--- src/rtl/fir_coeff_pkg.sv ---
// Shared widths, types and FSM encoding for the FIR coefficient loader.
package fir_coeff_pkg;

    localparam int unsigned COEFF_BITS    = 18;
    localparam int unsigned NTAPS         = 4;
    localparam int unsigned TAP_ADDR_BITS = 2;
    localparam int unsigned BANK_BITS     = COEFF_BITS * NTAPS;

    typedef logic signed [COEFF_BITS-1:0] coeff_t;
    typedef logic [TAP_ADDR_BITS-1:0]     tap_addr_t;

    typedef enum logic [1:0] {
        IDLE  = 2'd0,
        APPLY = 2'd1,
        FLUSH = 2'd2
    } loader_state_t;

    // Tap n of a packed coefficient bank.
    function automatic coeff_t init_tap(input logic [BANK_BITS-1:0] init, input int unsigned n);
        return $signed(init[n*COEFF_BITS +: COEFF_BITS]);
    endfunction

endpackage

--- src/rtl/fir_coeff_loader_if.sv ---
// Write/commit bus and filter-side coefficient outputs of the loader.
// FIR_COEFF_LOADER_READBACK_EN adds the readback port.
interface fir_coeff_loader_if;
    import fir_coeff_pkg::*;

    logic      wr_valid_i;
    logic      wr_ready_o;
    tap_addr_t wr_addr_i;
    coeff_t    wr_data_i;
    logic      commit_i;
    logic      busy_o;
    logic      done_o;
    coeff_t    coeff0_o;
    coeff_t    coeff1_o;
    coeff_t    coeff2_o;
    coeff_t    coeff3_o;
    logic      dsp_rst_o;
`ifdef FIR_COEFF_LOADER_READBACK_EN
    tap_addr_t rd_addr_i;
    logic [0:0] rd_sel_i;
    coeff_t    rd_data_o;
`endif

    modport master (
        output wr_valid_i, wr_addr_i, wr_data_i, commit_i,
`ifdef FIR_COEFF_LOADER_READBACK_EN
        output rd_addr_i, rd_sel_i,
        input  rd_data_o,
`endif
        input  wr_ready_o, busy_o, done_o, coeff0_o, coeff1_o, coeff2_o, coeff3_o, dsp_rst_o
    );

    modport slave (
        input  wr_valid_i, wr_addr_i, wr_data_i, commit_i,
`ifdef FIR_COEFF_LOADER_READBACK_EN
        input  rd_addr_i, rd_sel_i,
        output rd_data_o,
`endif
        output wr_ready_o, busy_o, done_o, coeff0_o, coeff1_o, coeff2_o, coeff3_o, dsp_rst_o
    );

endinterface

--- src/rtl/fir_coeff_bank.sv ---
// 4x18 coefficient register bank: single-tap write, whole-bank load, parallel out.
// FIR_COEFF_LOADER_READBACK_EN adds a combinational read mux.
module fir_coeff_bank
    import fir_coeff_pkg::*;
#(
    parameter logic [BANK_BITS-1:0] INIT_COEFF = '0
) (
    input  logic      clk_i,
    input  logic      rstn_i,
    input  logic      wr_en,
    input  tap_addr_t wr_addr,
    input  coeff_t    wr_data,
    input  logic      load_en,
    input  coeff_t    load_data [NTAPS],
    output coeff_t    q [NTAPS]
`ifdef FIR_COEFF_LOADER_READBACK_EN
    ,
    input  tap_addr_t rd_addr,
    output coeff_t    rd_word_c
`endif
);

    // Whole-bank load takes priority over a single-tap write.
    always_ff @(posedge clk_i or negedge rstn_i) begin
        if (!rstn_i) begin
            for (int unsigned i = 0; i < NTAPS; i++) begin
                q[i] <= init_tap(INIT_COEFF, i);
            end
        end else if (load_en) begin
            q <= load_data;
        end else if (wr_en) begin
            q[wr_addr] <= wr_data;
        end
    end

`ifdef FIR_COEFF_LOADER_READBACK_EN
    assign rd_word_c = q[rd_addr];
`endif

endmodule

--- src/rtl/fir_coeff_loader.sv ---
// Shadow/active coefficient loader for the 4-tap systolic FIR with post-apply DSP flush.
// FIR_COEFF_LOADER_READBACK_EN adds a registered shadow/active readback port.
module fir_coeff_loader
    import fir_coeff_pkg::*;
#(
    parameter int unsigned          FLUSH_CYCLES = 8,
    parameter logic [BANK_BITS-1:0] INIT_COEFF   = '0
) (
    input  logic               clk_i,
    input  logic               rstn_i,
    fir_coeff_loader_if.slave  bus
);

    localparam int unsigned CNT_BITS = 8;

    loader_state_t       state;
    logic [CNT_BITS-1:0] flush_cnt;
    logic                dirty;
    logic                post_reset;
    logic                wr_ready;
    logic                busy;
    logic                done;
    logic                dsp_rst;

    coeff_t shadow_q [NTAPS];
    coeff_t active_q [NTAPS];

    logic accept_c;
    assign accept_c = bus.wr_valid_i & wr_ready;

`ifdef FIR_COEFF_LOADER_READBACK_EN
    coeff_t shadow_rd_c;
    coeff_t active_rd_c;
    coeff_t rd_data;
`endif

    fir_coeff_bank #(.INIT_COEFF(INIT_COEFF)) u_shadow (
        .clk_i     (clk_i),
        .rstn_i    (rstn_i),
        .wr_en     (accept_c),
        .wr_addr   (bus.wr_addr_i),
        .wr_data   (bus.wr_data_i),
        .load_en   (1'b0),
        .load_data (active_q),
        .q         (shadow_q)
`ifdef FIR_COEFF_LOADER_READBACK_EN
        ,
        .rd_addr   (bus.rd_addr_i),
        .rd_word_c (shadow_rd_c)
`endif
    );

    // A write in the commit cycle lands in shadow before APPLY copies it.
    fir_coeff_bank #(.INIT_COEFF(INIT_COEFF)) u_active (
        .clk_i     (clk_i),
        .rstn_i    (rstn_i),
        .wr_en     (1'b0),
        .wr_addr   (bus.wr_addr_i),
        .wr_data   (bus.wr_data_i),
        .load_en   (state == APPLY),
        .load_data (shadow_q),
        .q         (active_q)
`ifdef FIR_COEFF_LOADER_READBACK_EN
        ,
        .rd_addr   (bus.rd_addr_i),
        .rd_word_c (active_rd_c)
`endif
    );

    // Control FSM; the post-reset flush ends without a done pulse.
    always_ff @(posedge clk_i or negedge rstn_i) begin
        if (!rstn_i) begin
            state      <= FLUSH;
            flush_cnt  <= CNT_BITS'(FLUSH_CYCLES);
            dirty      <= 1'b0;
            post_reset <= 1'b1;
            wr_ready   <= 1'b0;
            busy       <= 1'b1;
            done       <= 1'b0;
            dsp_rst    <= 1'b1;
        end else begin
            done <= 1'b0;
            unique case (state)
                IDLE: begin
                    if (accept_c) begin
                        dirty <= 1'b1;
                    end
                    if (bus.commit_i) begin
                        if (dirty || accept_c) begin
                            state    <= APPLY;
                            wr_ready <= 1'b0;
                            busy     <= 1'b1;
                        end else begin
                            done <= 1'b1;
                        end
                    end
                end
                APPLY: begin
                    dirty     <= 1'b0;
                    dsp_rst   <= 1'b1;
                    flush_cnt <= CNT_BITS'(FLUSH_CYCLES);
                    state     <= FLUSH;
                end
                FLUSH: begin
                    if (flush_cnt == CNT_BITS'(1)) begin
                        state      <= IDLE;
                        dsp_rst    <= 1'b0;
                        wr_ready   <= 1'b1;
                        busy       <= 1'b0;
                        done       <= ~post_reset;
                        post_reset <= 1'b0;
                    end else begin
                        flush_cnt <= flush_cnt - CNT_BITS'(1);
                    end
                end
                default: state <= IDLE;
            endcase
        end
    end

`ifdef FIR_COEFF_LOADER_READBACK_EN
    always_ff @(posedge clk_i or negedge rstn_i) begin
        if (!rstn_i) begin
            rd_data <= '0;
        end else begin
            rd_data <= bus.rd_sel_i[0] ? active_rd_c : shadow_rd_c;
        end
    end
    assign bus.rd_data_o = rd_data;
`endif

    assign bus.wr_ready_o = wr_ready;
    assign bus.busy_o     = busy;
    assign bus.done_o     = done;
    assign bus.dsp_rst_o  = dsp_rst;
    assign bus.coeff0_o   = active_q[0];
    assign bus.coeff1_o   = active_q[1];
    assign bus.coeff2_o   = active_q[2];
    assign bus.coeff3_o   = active_q[3];

endmodule

--- src/flat_wrapper.sv ---
// flat-port wrapper written by rule: the top's interface ports become plain ports
module fir_coeff_loader_flat import fir_coeff_pkg::*;
#(
    parameter int unsigned          FLUSH_CYCLES = 8,
    parameter logic [BANK_BITS-1:0] INIT_COEFF   = '0
)
  (clk_i, rstn_i, bus_wr_valid_i, bus_wr_addr_i, bus_wr_data_i, bus_commit_i, bus_wr_ready_o, bus_busy_o, bus_done_o, bus_coeff0_o, bus_coeff1_o, bus_coeff2_o, bus_coeff3_o, bus_dsp_rst_o);
  fir_coeff_loader_if bus_i ();
  input  logic clk_i;
  input  logic rstn_i;
  input wire logic [$bits(bus_i.wr_valid_i)-1:0] bus_wr_valid_i;
  input wire logic [$bits(bus_i.wr_addr_i)-1:0] bus_wr_addr_i;
  input wire logic [$bits(bus_i.wr_data_i)-1:0] bus_wr_data_i;
  input wire logic [$bits(bus_i.commit_i)-1:0] bus_commit_i;
  output wire logic [$bits(bus_i.wr_ready_o)-1:0] bus_wr_ready_o;
  output wire logic [$bits(bus_i.busy_o)-1:0] bus_busy_o;
  output wire logic [$bits(bus_i.done_o)-1:0] bus_done_o;
  output wire logic [$bits(bus_i.coeff0_o)-1:0] bus_coeff0_o;
  output wire logic [$bits(bus_i.coeff1_o)-1:0] bus_coeff1_o;
  output wire logic [$bits(bus_i.coeff2_o)-1:0] bus_coeff2_o;
  output wire logic [$bits(bus_i.coeff3_o)-1:0] bus_coeff3_o;
  output wire logic [$bits(bus_i.dsp_rst_o)-1:0] bus_dsp_rst_o;
  assign bus_i.wr_valid_i = bus_wr_valid_i;
  assign bus_i.wr_addr_i = bus_wr_addr_i;
  assign bus_i.wr_data_i = bus_wr_data_i;
  assign bus_i.commit_i = bus_commit_i;
  assign bus_wr_ready_o = bus_i.wr_ready_o;
  assign bus_busy_o = bus_i.busy_o;
  assign bus_done_o = bus_i.done_o;
  assign bus_coeff0_o = bus_i.coeff0_o;
  assign bus_coeff1_o = bus_i.coeff1_o;
  assign bus_coeff2_o = bus_i.coeff2_o;
  assign bus_coeff3_o = bus_i.coeff3_o;
  assign bus_dsp_rst_o = bus_i.dsp_rst_o;
  fir_coeff_loader #(.FLUSH_CYCLES(FLUSH_CYCLES), .INIT_COEFF(INIT_COEFF)) u_core (.clk_i(clk_i), .rstn_i(rstn_i), .bus(bus_i));
endmodule
--- config.mk ---
export PLATFORM = sky130hd
export DESIGN_NAME = fir_coeff_loader_flat
export DESIGN_NICKNAME = d
export VERILOG_FILES = /design/src/rtl/fir_coeff_pkg.sv /design/src/rtl/fir_coeff_loader_if.sv /design/src/rtl/fir_coeff_bank.sv /design/src/rtl/fir_coeff_loader.sv /design/src/flat_wrapper.sv
export SDC_FILE = /design/constraint.sdc
export NUM_CORES = 1
export LEC_CHECK = 0
export CORE_ASPECT_RATIO = 1.75
export CORE_MARGIN = 8
export CORE_UTILIZATION = 48
export CTS_CLUSTER_DIAMETER = 200
export DETAILED_ROUTE_END_ITERATION = 7
export HOLD_SLACK_MARGIN = 0.05
export PLACE_DENSITY = 0.76
export SYNTH_ARGS = -nofsm -noshare
export SYNTH_HDL_FRONTEND = slang
export SYNTH_SLANG_ARGS = --single-unit
--- constraint.sdc ---
create_clock -name clk_i -period 1.8 [get_ports clk_i]
set_input_delay 0.36 -clock clk_i [delete_from_list [all_inputs] [get_ports clk_i]]
set_output_delay 0.36 -clock clk_i [all_outputs]
set_load 0.02 [all_outputs]
==> flow_results.org <==
** Outcome
- Result of the run :: complete, no violations

** Place
- Count of buffers inserted at the top-level ports :: 99
- Number of placed instances, taps included :: 657
- Standard cell area after detailed placement :: 7550 µm²
- Routability Congestion :: 0.777
- OpenSTA, run right after detailed placement, puts the worst setup slack at -66.4 ps.
- Estimated wirelength of the detail-placed design :: 9.01 mm

** Yosys
- Cell taking the most area after synthesis :: sky130_fd_sc_hd__dfrtp_1
- Commonest cells in the netlist :: sky130_fd_sc_hd__dfrtp_1 (155), sky130_fd_sc_hd__mux2_2 (144), sky130_fd_sc_hd__nand2_1 (9)
- Average cell area after synthesis :: 15.9 µm²
- Yosys attributes the largest share of cell area to sky130_fd_sc_hd__dfrtp_1 (63%), sky130_fd_sc_hd__mux2_2 (26%), sky130_fd_sc_hd__dfstp_2 (2.1%).
- After synthesis, the largest area contributor takes up 63.3% of total cell area.
- Of all flip-flops after synthesis, the portion carrying an async set or reset was 100%.
- Count of warnings emitted by yosys :: 0
- In this run, synthesis inferred 0 flip-flops with an integrated enable.
- The synthesized netlist occupies a cell area of 6120 µm².
- The number of nets in the synthesized netlist is 411.
- Share of synthesized area occupied by flip-flops and latches :: 65.5%
- Number of distinct library cell variants in the gate-level netlist after synthesis :: 36
- Among all cell types in the netlist, the one instantiated most often is sky130_fd_sc_hd__dfrtp_1.
- In the synthesized netlist the dominant register cell turns out to be sky130_fd_sc_hd__dfrtp_1.
- Synth Register Bits :: 160
- Post-Syn Instances :: 385

** Die
- The initial utilization of the core area, before any placement, comes to 49.0%.
- In this run the count of I/O pins placed on the die edge is 100.
- Die outline height :: 165 µm
- CORE AREA :: 12,500 µm²
- Full die area :: 16,800 µm²
- From left edge to right edge, the die measures 101 µm.
- Number of cell rows :: 54

** Power and ir drop
- Cell internal power was estimated by the tool at 10.4 mW.
- Worst vdd rail ir drop :: 0.967 mV
- Total design power :: 14.9 mW
- Summed over all nets, the switching power comes to 4.45 mW.
- Combinational logic burns 33.6% of the power.
- Pwr per Cell Area :: 1790 nW/µm²
- Of the total power, the clock network draws 26.0%.
- Proportion of total power due to net switching :: 29.9%
- Leakage power figure :: 3.91 nW
- Of the total power, registers draw 40.4%.

** Cells and area
- Post-Route Utilization :: 66.4%
- The net count of the finished layout is 540.
- Cells with a size suffix above 1 make up 42.4% of the layout.
- The finished layout holds 694 standard cells, fillers aside.
- The number of antenna diodes in the final layout is 0.
- The filler cells instantiated in the layout total 906.
- Final design area excluding fillers :: 8300 µm²
- Compared with the post-synthesis result, the final layout area differs by 35.6%.

** Clocking
- Count of H-tree levels built during CTS :: 4
- The number of clock buffers added by TritonCTS is 17.
- Clock Latency Late Sink :: 410 ps
- Maximum buffer depth of the clock tree :: 2
- TritonCTS built the clock tree.
- Clock-pin slew was measured on the worst setup and hold paths at 60 ps.
- For this design, the sink count on the clock tree is 160.
- Clock tree synthesis selected as its root buffer the cell sky130_fd_sc_hd__clkbuf_16.

** Global routing
- The first global-routing pass estimated 21.3 mm of wire.
- Number of global-route vias before repair :: 4,041
- Summed over all layers, the global routing overflow is 0.
- The initial antenna violation count is 0.
- Pin count of the biggest net entering global routing :: 51
- Global routing used 16.6% of the available tracks across all layers.

** Detailed routing
- In the final routed layout, each cell accounts on average for 18.8 µm.
- In the routed layout, each cell is associated on average with a via count of 5.24.
- The detailed router finished its first iteration with 136 violations.
- DRT antenna net count :: 0
- DRC viols :: 0
- Wires add up to 13.1 mm.
- Before antenna repair, the detailed router went through 4 iterations.
- Via count :: 3,637

** STA
- Counting I/O delays and the setup requirement, the final critical path takes 1760 ps.
- Hold timing on the final database bottoms out at a slack of 416 ps.
- Slew at the pin closest to its max-slew limit :: 339 ps
- For this run, the top clock speed supported by timing is 568 MHz.
- Minimum setup slack in the final design :: 38.7 ps
- Fin crit share :: 97.9%
- In this run the tightest slew margin relative to its limit is 77.4%.
- Setup TNS :: 0 ps
- Clock skew after layout :: 7.37 ps
- Setup violations remaining at the end of the flow were counted as 0.
- The count of final hold-check violations was 0.
- Number of pins exceeding their max-slew limit in the final report :: 0

** Critical path
- Type of element capturing the critical path :: output port
- The largest single stage delay on the critical path is 620 ps.
- At the worst endpoint, the arrival time is 1400 ps.
- The setup path with the least slack is of type flop to output port.
- Family with the most delay on the worst path :: buffers and inverters
- At the worst endpoint, the required time is 1440 ps.
- Of all nets on the critical path, the largest fanout is 2.
- Counting both buffers and inverters, the worst setup path holds a total of 1.
- Cells along the critical path :: clkdlybuf4s50_1
- The worst setup path is launched from a flop.
- CP max stage cell :: sky130_fd_sc_hd__clkdlybuf4s50_1

** Run
- The tool flagged a number of max-cap violations equal to 0.

** Hold path
- Worst Hold Class :: primary input to async pin
registers in the layout (all words and copies together) (netlist names):
signal and flops:
u_core.bus.done_o 1, u_core.dirty 1, u_core.bus.wr_ready_o 1, u_core.bus.dsp_rst_o 1, u_core.bus.busy_o 1, u_core.flush_cnt 8, u_core.u_active.q 72, u_core.u_shadow.q 72
u_core.state 2, u_core.post_reset 1
kinds of logic (layout without fill, tap and decap cells):
kind of cell / Yosys count / count (layout) / share of synthesized area [%]
AO/OA/AOI/OAI: 24 / 24 / 2.88
adder cells (fa/ha/maj): 2 / 2 / 0.409
buffers and inverters: 19 / 160 / 1.33
flip-flops: 160 / 160 / 65.5
multiplexers: 144 / 144 / 26.5
AND/OR/NAND/NOR: 36 / 36 / 3.41
power groups by stage:
stage               logic [mW]  clock network [mW]  registers (mW)
floorplan                 2.00                   0            6.68
global placement          4.83                   0            6.00
detailed placement        4.99                   0            6.08
CTS                       4.99                3.94            6.04
global route              5.36                4.08            6.20
finish                    5.00                3.87            6.02
final timing paths:
check                      slack, ps  cells past startpoint                  start                     to
max in group asynchronous        740                      3                 rstn_i  u_core.u_active.q[14]
setup / recovery                  40                      1  u_core.u_active.q[24]        bus_coeff2_o[6]
hold reg to reg                  500                      1  u_core.u_shadow.q[25]  u_core.u_shadow.q[25]
min in group clk_i               500                      1  u_core.u_shadow.q[25]  u_core.u_shadow.q[25]
hold / removal                   420                      2                 rstn_i    u_core.flush_cnt[2]
setup reg to reg                  40                      4    u_core.flush_cnt[2]    u_core.flush_cnt[5]
layout make-up:
| type | instances | area [µm²] | area share, % |
|---|---|---|---|
| Timing Repair Buffer | 125 | 1330 | 16.0 |
| Tap cell | 168 | 210 | 2.53 |
| Clock buffer | 20 | 457 | 5.50 |
| Inverter | 4 | 15.0 | 0.181 |
| Sequential cell | 160 | 4010 | 48.3 |
| Clock inverter | 11 | 186 | 2.25 |
| Multi-Input combinational cell | 206 | 2090 | 25.2 |
placed cells by master (no fill, tap or decap), types with 7 or more instances in the layout:
master | synthesis | final
sky130_fd_sc_hd__buf_4 | 0 | 15
sky130_fd_sc_hd__dlymetal6s2s_1 | 0 | 10
sky130_fd_sc_hd__clkbuf_16 | 0 | 17
sky130_fd_sc_hd__mux2_2 | 144 | 144
sky130_fd_sc_hd__dfrtp_1 | 155 | 154
sky130_fd_sc_hd__nor2_1 | 8 | 8
sky130_fd_sc_hd__clkdlybuf4s50_1 | 0 | 81
sky130_fd_sc_hd__nand2_1 | 9 | 7
sky130_fd_sc_hd__dlygate4sd2_1 | 0 | 7
sky130_fd_sc_hd__buf_12 | 0 | 10
per-layer routing:
layer	vias up	GRT usage, %	wire length [µm]
met1	1902	18.7	5260
li1	1635	-	-
met5	-	0	0
met3	14	4.66	692
met2	86	28.8	6960
met4	0	7.02	149
timing repair:
| action | in CTS | in global routing |
|---|---|---|
| hold endpoints to repair | 27 | 0 |
| pin swaps | 0 | 3 |
| resized for setup | 8 | 20 |
| setup endpoints to repair | 13 | 18 |
| hold buffers | 1 | 0 |
| setup buffers | 0 | 5 |
No activity file was read; power rests on OpenSTA's default activity.
